===== src/rtl/pipe_stage_elastic.sv =====
// ============================================================================
// Module      : pipe_stage_elastic
// Description : Elastic valid/ready pipeline stage with optional 2-entry skid
//               buffer, flush, hold, halt propagation and saturating flush count.
// Revision    : 1.0 - initial release
// ============================================================================
`default_nettype none

module pipe_stage_elastic #(
    parameter int                DATA_W   = 32,
    parameter logic [DATA_W-1:0] NOP_DATA = {DATA_W{1'b0}},
    parameter bit                SKID     = 1'b1,
    parameter int                CNT_W    = 16
) (
    input  logic              CLK,
    input  logic              RST,
    input  logic              in_valid,
    output logic              in_ready,
    input  logic [DATA_W-1:0] in_data,
    input  logic              in_halt,
    output logic              out_valid,
    input  logic              out_ready,
    output logic [DATA_W-1:0] out_data,
    output logic              out_halt,
    input  logic              hold,
    input  logic              flush,
    output logic [1:0]        occupancy,
    output logic [CNT_W-1:0]  flush_cnt
);

    typedef enum logic [1:0] {
        S_EMPTY = 2'd0,
        S_ONE   = 2'd1,
        S_FULL  = 2'd2
    } state_t;

    localparam logic [CNT_W-1:0] c_cnt_max = {CNT_W{1'b1}};

    state_t              r_state;
    state_t              w_state_nxt;
    logic [DATA_W-1:0]   r_main_data;
    logic [DATA_W-1:0]   w_main_data_nxt;
    logic                r_main_halt;
    logic                w_main_halt_nxt;
    logic [DATA_W-1:0]   r_skid_data;
    logic [DATA_W-1:0]   w_skid_data_nxt;
    logic                r_skid_halt;
    logic                w_skid_halt_nxt;
    logic [CNT_W-1:0]    r_flush_cnt;
    logic [CNT_W-1:0]    w_flush_cnt_nxt;

    logic                w_out_valid;
    logic                w_in_ready;
    logic                w_in_xfer;
    logic                w_out_xfer;
    logic                w_in_halt_q;
    logic [1:0]          w_discard;
    logic [CNT_W:0]      w_cnt_sum;

    // Output side only looks at registered state and hold, never out_ready.
    assign w_out_valid = (r_state != S_EMPTY) && !hold;

    generate
        if (SKID) begin : g_skid
            assign w_in_ready = (r_state != S_FULL) && !hold;
        end else begin : g_single
            assign w_in_ready = (!w_out_valid || out_ready) && !hold;
        end
    endgenerate

    assign w_in_xfer   = in_valid && w_in_ready;
    assign w_out_xfer  = w_out_valid && out_ready;
    assign w_in_halt_q = in_halt && in_valid;

    // An entry leaving on the flush edge was consumed, so it is not counted.
    assign w_discard = occupancy - {1'b0, w_out_xfer};
    assign w_cnt_sum = {1'b0, r_flush_cnt} + (CNT_W+1)'(w_discard);

    always_comb begin
        w_state_nxt     = r_state;
        w_main_data_nxt = r_main_data;
        w_main_halt_nxt = r_main_halt;
        w_skid_data_nxt = r_skid_data;
        w_skid_halt_nxt = r_skid_halt;
        w_flush_cnt_nxt = r_flush_cnt;

        if (flush) begin
            w_state_nxt     = S_EMPTY;
            w_main_data_nxt = NOP_DATA;
            w_main_halt_nxt = 1'b0;
            w_flush_cnt_nxt = w_cnt_sum[CNT_W] ? c_cnt_max : w_cnt_sum[CNT_W-1:0];
        end else begin
            case (r_state)
                S_EMPTY: begin
                    if (w_in_xfer) begin
                        w_state_nxt     = S_ONE;
                        w_main_data_nxt = in_data;
                        w_main_halt_nxt = w_in_halt_q;
                    end
                end
                S_ONE: begin
                    if (w_in_xfer && !w_out_xfer && SKID) begin
                        w_state_nxt     = S_FULL;
                        w_skid_data_nxt = in_data;
                        w_skid_halt_nxt = w_in_halt_q;
                    end else if (w_in_xfer && w_out_xfer) begin
                        w_main_data_nxt = in_data;
                        w_main_halt_nxt = w_in_halt_q;
                    end else if (w_out_xfer) begin
                        w_state_nxt = S_EMPTY;
                    end
                end
                S_FULL: begin
                    if (w_out_xfer) begin
                        w_state_nxt     = S_ONE;
                        w_main_data_nxt = r_skid_data;
                        w_main_halt_nxt = r_skid_halt;
                    end
                end
                default: begin
                    w_state_nxt = S_EMPTY;
                end
            endcase
        end
    end

    always_ff @(negedge CLK or negedge RST) begin
        if (!RST) begin
            r_state     <= S_EMPTY;
            r_main_data <= NOP_DATA;
            r_main_halt <= 1'b0;
            r_skid_data <= NOP_DATA;
            r_skid_halt <= 1'b0;
            r_flush_cnt <= '0;
        end else begin
            r_state     <= w_state_nxt;
            r_main_data <= w_main_data_nxt;
            r_main_halt <= w_main_halt_nxt;
            r_skid_data <= w_skid_data_nxt;
            r_skid_halt <= w_skid_halt_nxt;
            r_flush_cnt <= w_flush_cnt_nxt;
        end
    end

    assign in_ready  = w_in_ready;
    assign out_valid = w_out_valid;
    assign out_data  = (r_state != S_EMPTY) ? r_main_data : NOP_DATA;
    assign out_halt  = r_main_halt && w_out_valid;
    assign occupancy = r_state;
    assign flush_cnt = r_flush_cnt;

endmodule

`default_nettype wire


===== config.mk =====
export PLATFORM = sky130hd
export DESIGN_NAME = pipe_stage_elastic
export DESIGN_NICKNAME = d
export VERILOG_FILES = /design/src/rtl/pipe_stage_elastic.sv
export SDC_FILE = /design/constraint.sdc
export NUM_CORES = 1
export LEC_CHECK = 0
export BUFFER_PORTS_ARGS = -buffer_cell sky130_fd_sc_hd__buf_2
export CORE_MARGIN = 8
export CORE_UTILIZATION = 49
export DETAILED_ROUTE_END_ITERATION = 8
export PLACE_DENSITY = 0.7
export SLEW_MARGIN = 20
export SYNTH_ARGS = -nofsm -noshare
export SYNTH_HDL_FRONTEND = slang
export SYNTH_SLANG_ARGS = --single-unit

===== constraint.sdc =====
create_clock -name CLK -period 3.87 [get_ports CLK]
set_input_delay 0.1935 -clock CLK [delete_from_list [all_inputs] [get_ports CLK]]
set_output_delay 0.1935 -clock CLK [all_outputs]
set_load 0.01 [all_outputs]

==> impl_metrics.ini, run 1 <==
[drt]
drtIter0Drc = 106
drtAntennaViolNets = 0
routed_wl_mm = 10.0
route.detailed.drc = 0
routed_via_density = 5.30
drt_pass1_iterations = 4
post_drt_wl_per_cell_um = 16.3
routed-via-count = 3261

[placement]
pre_cts_ws_ps = -311
gp_congestion = 0.799
dp_hpwl_mm = 7.11
place_inst = 596
port_buffers = 91
postPlaceCellArea_um2 = 4920

[grt]
antenna_found_initial = 1
grt_util_met1_pct = 21.9
grtUsageTotal_pct = 17.6
grt_pass1_wl_mm = 16.6
grt-busiest-layer = met2
grt-ovfl-total = 0
met2_usage_pct = 28.6
grt_max_degree = 45
met3_usage_pct = 5.29
first_global_vias = 3412

[floorplan]
fp.dieW_um = 109
die_height_um = 109
initial_core_util_pct = 50.8
row_count = 33
die-area_um2 = 11800
core_area_um2 = 8260
io_pins = 92

[setup_path]
worst-endpoint-arrival_ps = 2030
rr_endpoint = flush_cnt[10]
worstReg2RegStart = occupancy[0]
r2r_slack_ps = 1270
slowest_delay_ps = 340
worstSetupStartpointType = input port
cp_slowest_cell = mux2_2
crit_chain = clkbuf_4, inv_12, nor3_4, ha_1, inv_2, ha_4, fa_2, and4_4, nand3_4, nor2_2, mux2_2
worst-setup-path-type = input port to register
crit_path_end_kind = register
worstRegToRegCells = 11
crit_required_ps = 2110
cp_max_fo = 4

[cells_and_area]
layout_common_cells = buf_2 (89), dfrtn_1 (84), nand2_1 (83)
final_cells = 615
num_antenna_cells = 0
fin_area_um2 = 5150
nets = 548
final_common_cell = buf_2
drive_gt1_share_pct = 42.4
synthToLayoutAreaGrowth_pct = 22.9

[timing]
setup_viol = 0
hold_viol_final = 0
slew_viol_final = 0
finalWorstSetupSlack_ps = 84.5
tightest_slew_ps = 576
finalClockSkew_ps = 5.47
slew_headroom_pct = 61.6
holdWs_ps = 430

[cts]
htreeDepth = 3
numCtsBuffers = 9
clock_latency_ps = 330
clock_path_buffers = 2
holdBufCountCts = 0
cts_tree = yes
root_buffer = clkbuf_8
clk_pin_slew_worst_paths_ps = 60
clock_sink_count = 84

[worst_hold_path]
hp-class = register to register
hp-start = r_main_data[20]
worstHoldPathCells = 1
whs_endpoint = r_main_data[20]

[logic_synthesis]
synth_cells = 403
synth_seq_cells = 84
syn_area_um2 = 4190
avgSynthCellArea_um2 = 10.4
async_flop_share_pct = 100
yosys_warnings = 0
ys_types = 42
synth-edff-count = 0
dominantRegCellSynth = dfrtn_1
synth_nets = 446
yosysSeqAreaShare_pct = 50.1

[power]
leakage_nw = 2.61
p_per_area_nw_per_um2 = 410
total_power_mw = 2.11
ir_drop_uv = 188

[outcome]
outcome = complete, no violations

[job]
max_cap_violations = 0
-- worst max path at each step --
stage / from / endpoint / slack (ps) / depth (start not counted)
finish: out_ready / flush_cnt[10] / 80 / 11
global route: out_ready / flush_cnt[10] / -10 / 11
CTS: out_ready / flush_cnt[10] / 20 / 11
detailed placement: out_ready / flush_cnt[10] / -310 / 10
global placement: out_ready / flush_cnt[10] / -260 / 11
floorplan: out_ready / flush_cnt[12] / -40 / 10
-- routing by layer --
layer | share of wire, % | wire length, µm
met1 | 43 | 4350
met2 | 49 | 4910
met3 | 6.6 | 659
met4 | 1.0 | 102
met5 | 0.080 | 8
-- critical path: cells and delay by family --
kind / cells / cell delay, ps
fa+ha+maj: 3 / 590
mux: 1 / 340
simple gates: 4 / 640
buf+inv: 3 / 260
-- flip-flops by register name, summed over array words and instances, names as in the netlist --
register	flops
flush_cnt	16
occupancy	2
r_main_data	32
r_main_halt	1
r_skid_data	32
r_skid_halt	1
-- timing repair --
action                                  CTS  global route
resized for setup                         0             4
setup buffers                             0             3
endpoints found under the setup margin    0            11
-- power breakdown --
part / switching [mW] / internal [mW]
sequential: 0.0998 / 1.02
combinational: 0.193 / 0.211
clock: 0.318 / 0.270
-- cell usage after synthesis, types with 3 or more instances --
cell type  number  area share, %
a21oi_1        35            4.2
buf_4           3           0.54
buf_6           3           0.81
clkbuf_1       14            1.3
dfrtn_1        84             50
ha_1            3           0.90
inv_1           7           0.63
mux2_2         66             18
nand2_1        83            7.4
nand2b_1        3           0.45
nand3_1        12            1.4
nor2_1         10           0.90
nor2b_1        34            5.1
o21ai_0         4           0.48
xor2_1          7            1.5
-- stage by stage --
step / utilization, % / TNS, ps
after detailed placement: 59.6 / -3720
after CTS: 61.9 / 0
after floorplan: - / -74.1
after global routing: 62.4 / -11.6
after global placement: 59.6 / -2870
final: 62.4 / 0
-- final cells by class --
class	count	area, µm²
multi-input combinational	289	2020
fill	691	3110
clock buffer	11	151
clock inverter	5	35.0
sequential	84	2100
tap	105	131
timing repair buffer	114	671
inverter	7	38.8
-- kinds of logic (layout without fill, tap and decap cells) --
kind of cell	count (synthesis)	in the layout	share of synthesized area, %
buf+inv	30	137	3.55
fa+ha+maj	4	4	1.37
compound gates	49	49	6.54
mux	68	68	18.2
flops	84	84	50.1
simple gates	160	160	18.5
xor+xnor	8	8	1.67
(Power assumes the default switching activity.)
==> run 2, diff against run 1 <==
- CORE_UTILIZATION: 49 -> 45
- PLACE_DENSITY: 0.7 -> 0.65
- RECOVER_POWER: unset -> 50
- SETUP_SLACK_MARGIN: unset -> 0.3
==> impl_metrics.ini, run 2 (synthesized netlist as in run 1, its figures left out) <==
[grt]
first_global_vias = 3402
grt-ovfl-total = 0
antenna_found_initial = 0
grt_max_degree = 39
grtUsageTotal_pct = 15.9
grt_pass1_wl_mm = 16.4

[placement]
postPlaceCellArea_um2 = 4960
dp_hpwl_mm = 6.96
port_buffers = 91
gp_congestion = 0.827
pre_cts_ws_ps = -318

[power]
p_per_area_nw_per_um2 = 433
total_power_mw = 2.27
leakage_nw = 2.57
ir_drop_uv = 216

[timing]
slew_headroom_pct = -30.5
tightest_slew_ps = 1960
setup_viol = 0
holdWs_ps = 430
slew_viol_final = 35
finalClockSkew_ps = 7.20
grt_setup_unrepaired = true
hold_viol_final = 0
finalWorstSetupSlack_ps = 131

[cts]
holdBufCountCts = 0
clock_path_buffers = 2
cts_tree = yes
clock_sink_count = 84
root_buffer = clkbuf_8
numCtsBuffers = 9
clk_pin_slew_worst_paths_ps = 60
clock_latency_ps = 330
htreeDepth = 3

[cells_and_area]
nets = 550
final_common_cell = dfrtn_1
fin_util_pct = 57.2
synthToLayoutAreaGrowth_pct = 24.9
drive_gt1_share_pct = 38.5
fin_area_um2 = 5240
layout_common_cells = dfrtn_1 (84), nand2_1 (83), buf_2 (71)
fillCellCount = 810

[drt]
wl_met2_mm = 4.72
drt_pass1_iterations = 6
drtAntennaViolNets = 0
routed_wl_mm = 9.82
drtIter0Drc = 128
top_layer_used = met4
routed_via_density = 5.20
routed-via-count = 3242
route.layer.met1.wl_mm = 4.30
met3_length_um = 565
route.detailed.drc = 0
post_drt_wl_per_cell_um = 15.7

[floorplan]
io_pins = 92
die-area_um2 = 12700
row_count = 35
die_height_um = 113
core_area_um2 = 9150
fp.dieW_um = 113
initial_core_util_pct = 45.8

[job]
max_cap_violations = 1

[setup_path]
cp_max_fo = 4
r2r_slack_ps = 1160
crit_path_end_kind = register
crit_required_ps = 2110
worst-endpoint-arrival_ps = 1980
worst-setup-path-type = input port to register
worstSetupStartpointType = input port

[outcome]
outcome = finished, violations left
violations = capacitance limit, slew limit

[worst_hold_path]
hp-class = register to register
run 2: cell type report:
cell class	count	area (µm²)	share of cell area [%]
Sequential cell	84	2100	40.1
Multi-Input combinational cell	289	2040	38.9
Timing Repair Buffer	116	677	12.9
Tap cell	111	139	2.65
Clock buffer	10	128	2.44
Clock inverter	6	113	2.15
Inverter	7	38.8	0.741
Antenna cell	1	2.50	0.0478
run 2: worst max-delay path: stages:
cell     delay [ps]
buf_12           90
inv_12           30
nor3_4          180
ha_2            300
inv_2            60
ha_4            130
fa_2            200
and4_4          250
and2_4          170
nand3_2          80
mux2_4          300
run 2: timing repair:
item,in CTS,in global routing
pin swaps,5,3
buffers inserted,2,2
endpoints found under the setup margin,41,12
resized for setup,13,1
run 2: worst paths after layout:
kind	from	to	cells after the start
worst max-delay path	out_ready	flush_cnt[12]	11
worst min-delay path	r_main_data[20]	r_main_data[20]	1
worst max register to register	occupancy[1]	flush_cnt[12]	11
worst min register to register	r_main_data[20]	r_main_data[20]	1
max in group asynchronous	RST	r_main_data[15]	1
min in group asynchronous	RST	r_main_data[6]	1
run 2: report_power, final:
| part | switching [mW] | internal [mW] |
|---|---|---|
| clock | 0.313 | 0.429 |
| sequential | 0.100 | 1.02 |
| combinational | 0.197 | 0.206 |
run 2: layer usage:
layer / global-route usage [%] / vias up
met5: 0 / -
met4: 6.74 / 0
met3: 4.19 / 19
met2: 26.1 / 77
met1: 19.4 / 1574
li1: - / 1572
run 2: per-stage QoR:
step           std cells  setup TNS [ps]
3_3_place_gp         603           -2910
5_1_grt              623               0
6_report             624               0
3_5_place_dp         603           -4180
4_1_cts              621               0
2_1_floorplan        403           -73.3
==> run 3, diff against run 2 <==
- CORE_ASPECT_RATIO: unset -> 1.2
- GPL_ROUTABILITY_DRIVEN: unset -> 0
==> impl_metrics.ini, run 3 (synthesized netlist as in run 1, its figures left out) <==
[drt]
drtAntennaViolNets = 0
routed_wl_mm = 10.0
route.detailed.drc = 0
drtIter0Drc = 112
routed-via-count = 3247
drt_pass1_iterations = 4
routed_via_density = 5.11
post_drt_wl_per_cell_um = 15.8

[grt]
antenna_found_initial = 0
grt_pass1_wl_mm = 16.7
grt_max_degree = 43
grtUsageTotal_pct = 16.3
first_global_vias = 3400
grt-ovfl-total = 0

[timing]
finalClockSkew_ps = 4.68
tightest_slew_ps = 1040
setup_viol = 0
slew_headroom_pct = 30.7
slew_viol_final = 0
hold_viol_final = 0
grt_setup_unrepaired = true
fin_setup_tns_ps = 0
finalWorstSetupSlack_ps = 171

[cells_and_area]
synthToLayoutAreaGrowth_pct = 25.2
layout_common_cells = dfrtn_1 (84), nand2_1 (82), buf_2 (70)
final_common_cell = dfrtn_1
fin_util_pct = 58.1
drive_gt1_share_pct = 39.1
nets = 554
num_antenna_cells = 0
final_cells = 636

[power]
ir_drop_uv = 210
total_power_mw = 2.25
leakage_nw = 2.59
p_per_area_nw_per_um2 = 429

[floorplan]
initial_core_util_pct = 46.4
die-area_um2 = 12700
die_height_um = 122
io_pins = 92
core_area_um2 = 9030
row_count = 38
fp.dieW_um = 104

[cts]
clk_pin_slew_worst_paths_ps = 60
clock_sink_count = 84
root_buffer = clkbuf_8
numCtsBuffers = 9
clock_latency_ps = 340
cts_tree = yes
htreeDepth = 3
clock_path_buffers = 2

[setup_path]
crit_required_ps = 2130
worstSetupStartpointType = input port
crit_top_cell = ha_4
crit_chain = buf_12, inv_12, nor3_4, ha_4, inv_2, ha_4, fa_2, and4_4, and2_4, nand3_2, mux2_4
slowest_delay_ps = 360
worst-setup-path-type = input port to register
cp_slowest_cell = fa_2
worst-endpoint-arrival_ps = 1960
cp_max_fo = 4
crit_path_end_kind = register

[worst_hold_path]
hp-class = register to register

[outcome]
outcome = complete, no violations

[placement]
port_buffers = 91
dp_hpwl_mm = 7.02
pre_cts_ws_ps = -251
place_inst = 614

[job]
max_cap_violations = 0
-- run 3: routing by layer --
| metal | part of all wire [%] | global-route usage (%) | vias to the layer above |
|---|---|---|---|
| li1 | - | - | 1574 |
| met1 | 42 | 18.9 | 1582 |
| met3 | 4.8 | 4.49 | 14 |
| met2 | 51 | 27.7 | 77 |
| met4 | 2.0 | 7.62 | 0 |
| met5 | 0 | 0 | - |
-- run 3: what timing repair did --
action	4_1_cts	5_1_grt
hold endpoints to repair	0	0
setup endpoints to repair	40	14
pin swaps	5	5
hold buffers	0	0
setup buffers	4	2
gates resized for setup	7	8
-- run 3: per-stage QoR --
stage	hold slack [ps]	area, µm²
floorplan	410	4250
global placement	423	4960
detailed placement	437	4960
CTS	437	5250
global route	454	5250
finish	430	5250
-- run 3: final timing paths --
check | start | end | slack (ps) | depth (start not counted)
max | out_ready | flush_cnt[12] | 170 | 11
min | r_skid_halt | r_skid_halt | 430 | 2
max reg2reg | occupancy[0] | flush_cnt[12] | 1240 | 10
min reg2reg | r_skid_halt | r_skid_halt | 430 | 2
max in group asynchronous | RST | r_main_data[29] | 860 | 2
min in group asynchronous | RST | r_main_data[12] | 1850 | 1
-- run 3: area by class of cell --
type	count	area, µm²
clock inverters	4	70.1
flip-flops and latches	84	2100
well taps	120	150
multi-input cells	289	2050
repair buffers	120	672
inverters	7	38.8
clock buffers	12	165
fillers	797	3780
-- run 3: power breakdown --
part           internal [mW]  switching, mW  leakage (nW)
clock                  0.414          0.306         0.122
combinational          0.210          0.199          1.37
sequential              1.02         0.0986          1.10
-- run 3: critical path: cells and delay by family --
kind / cells / cell delay [ps]
fa+ha+maj: 3 / 670
buf+inv: 3 / 150
mux: 1 / 290
simple gates: 4 / 650
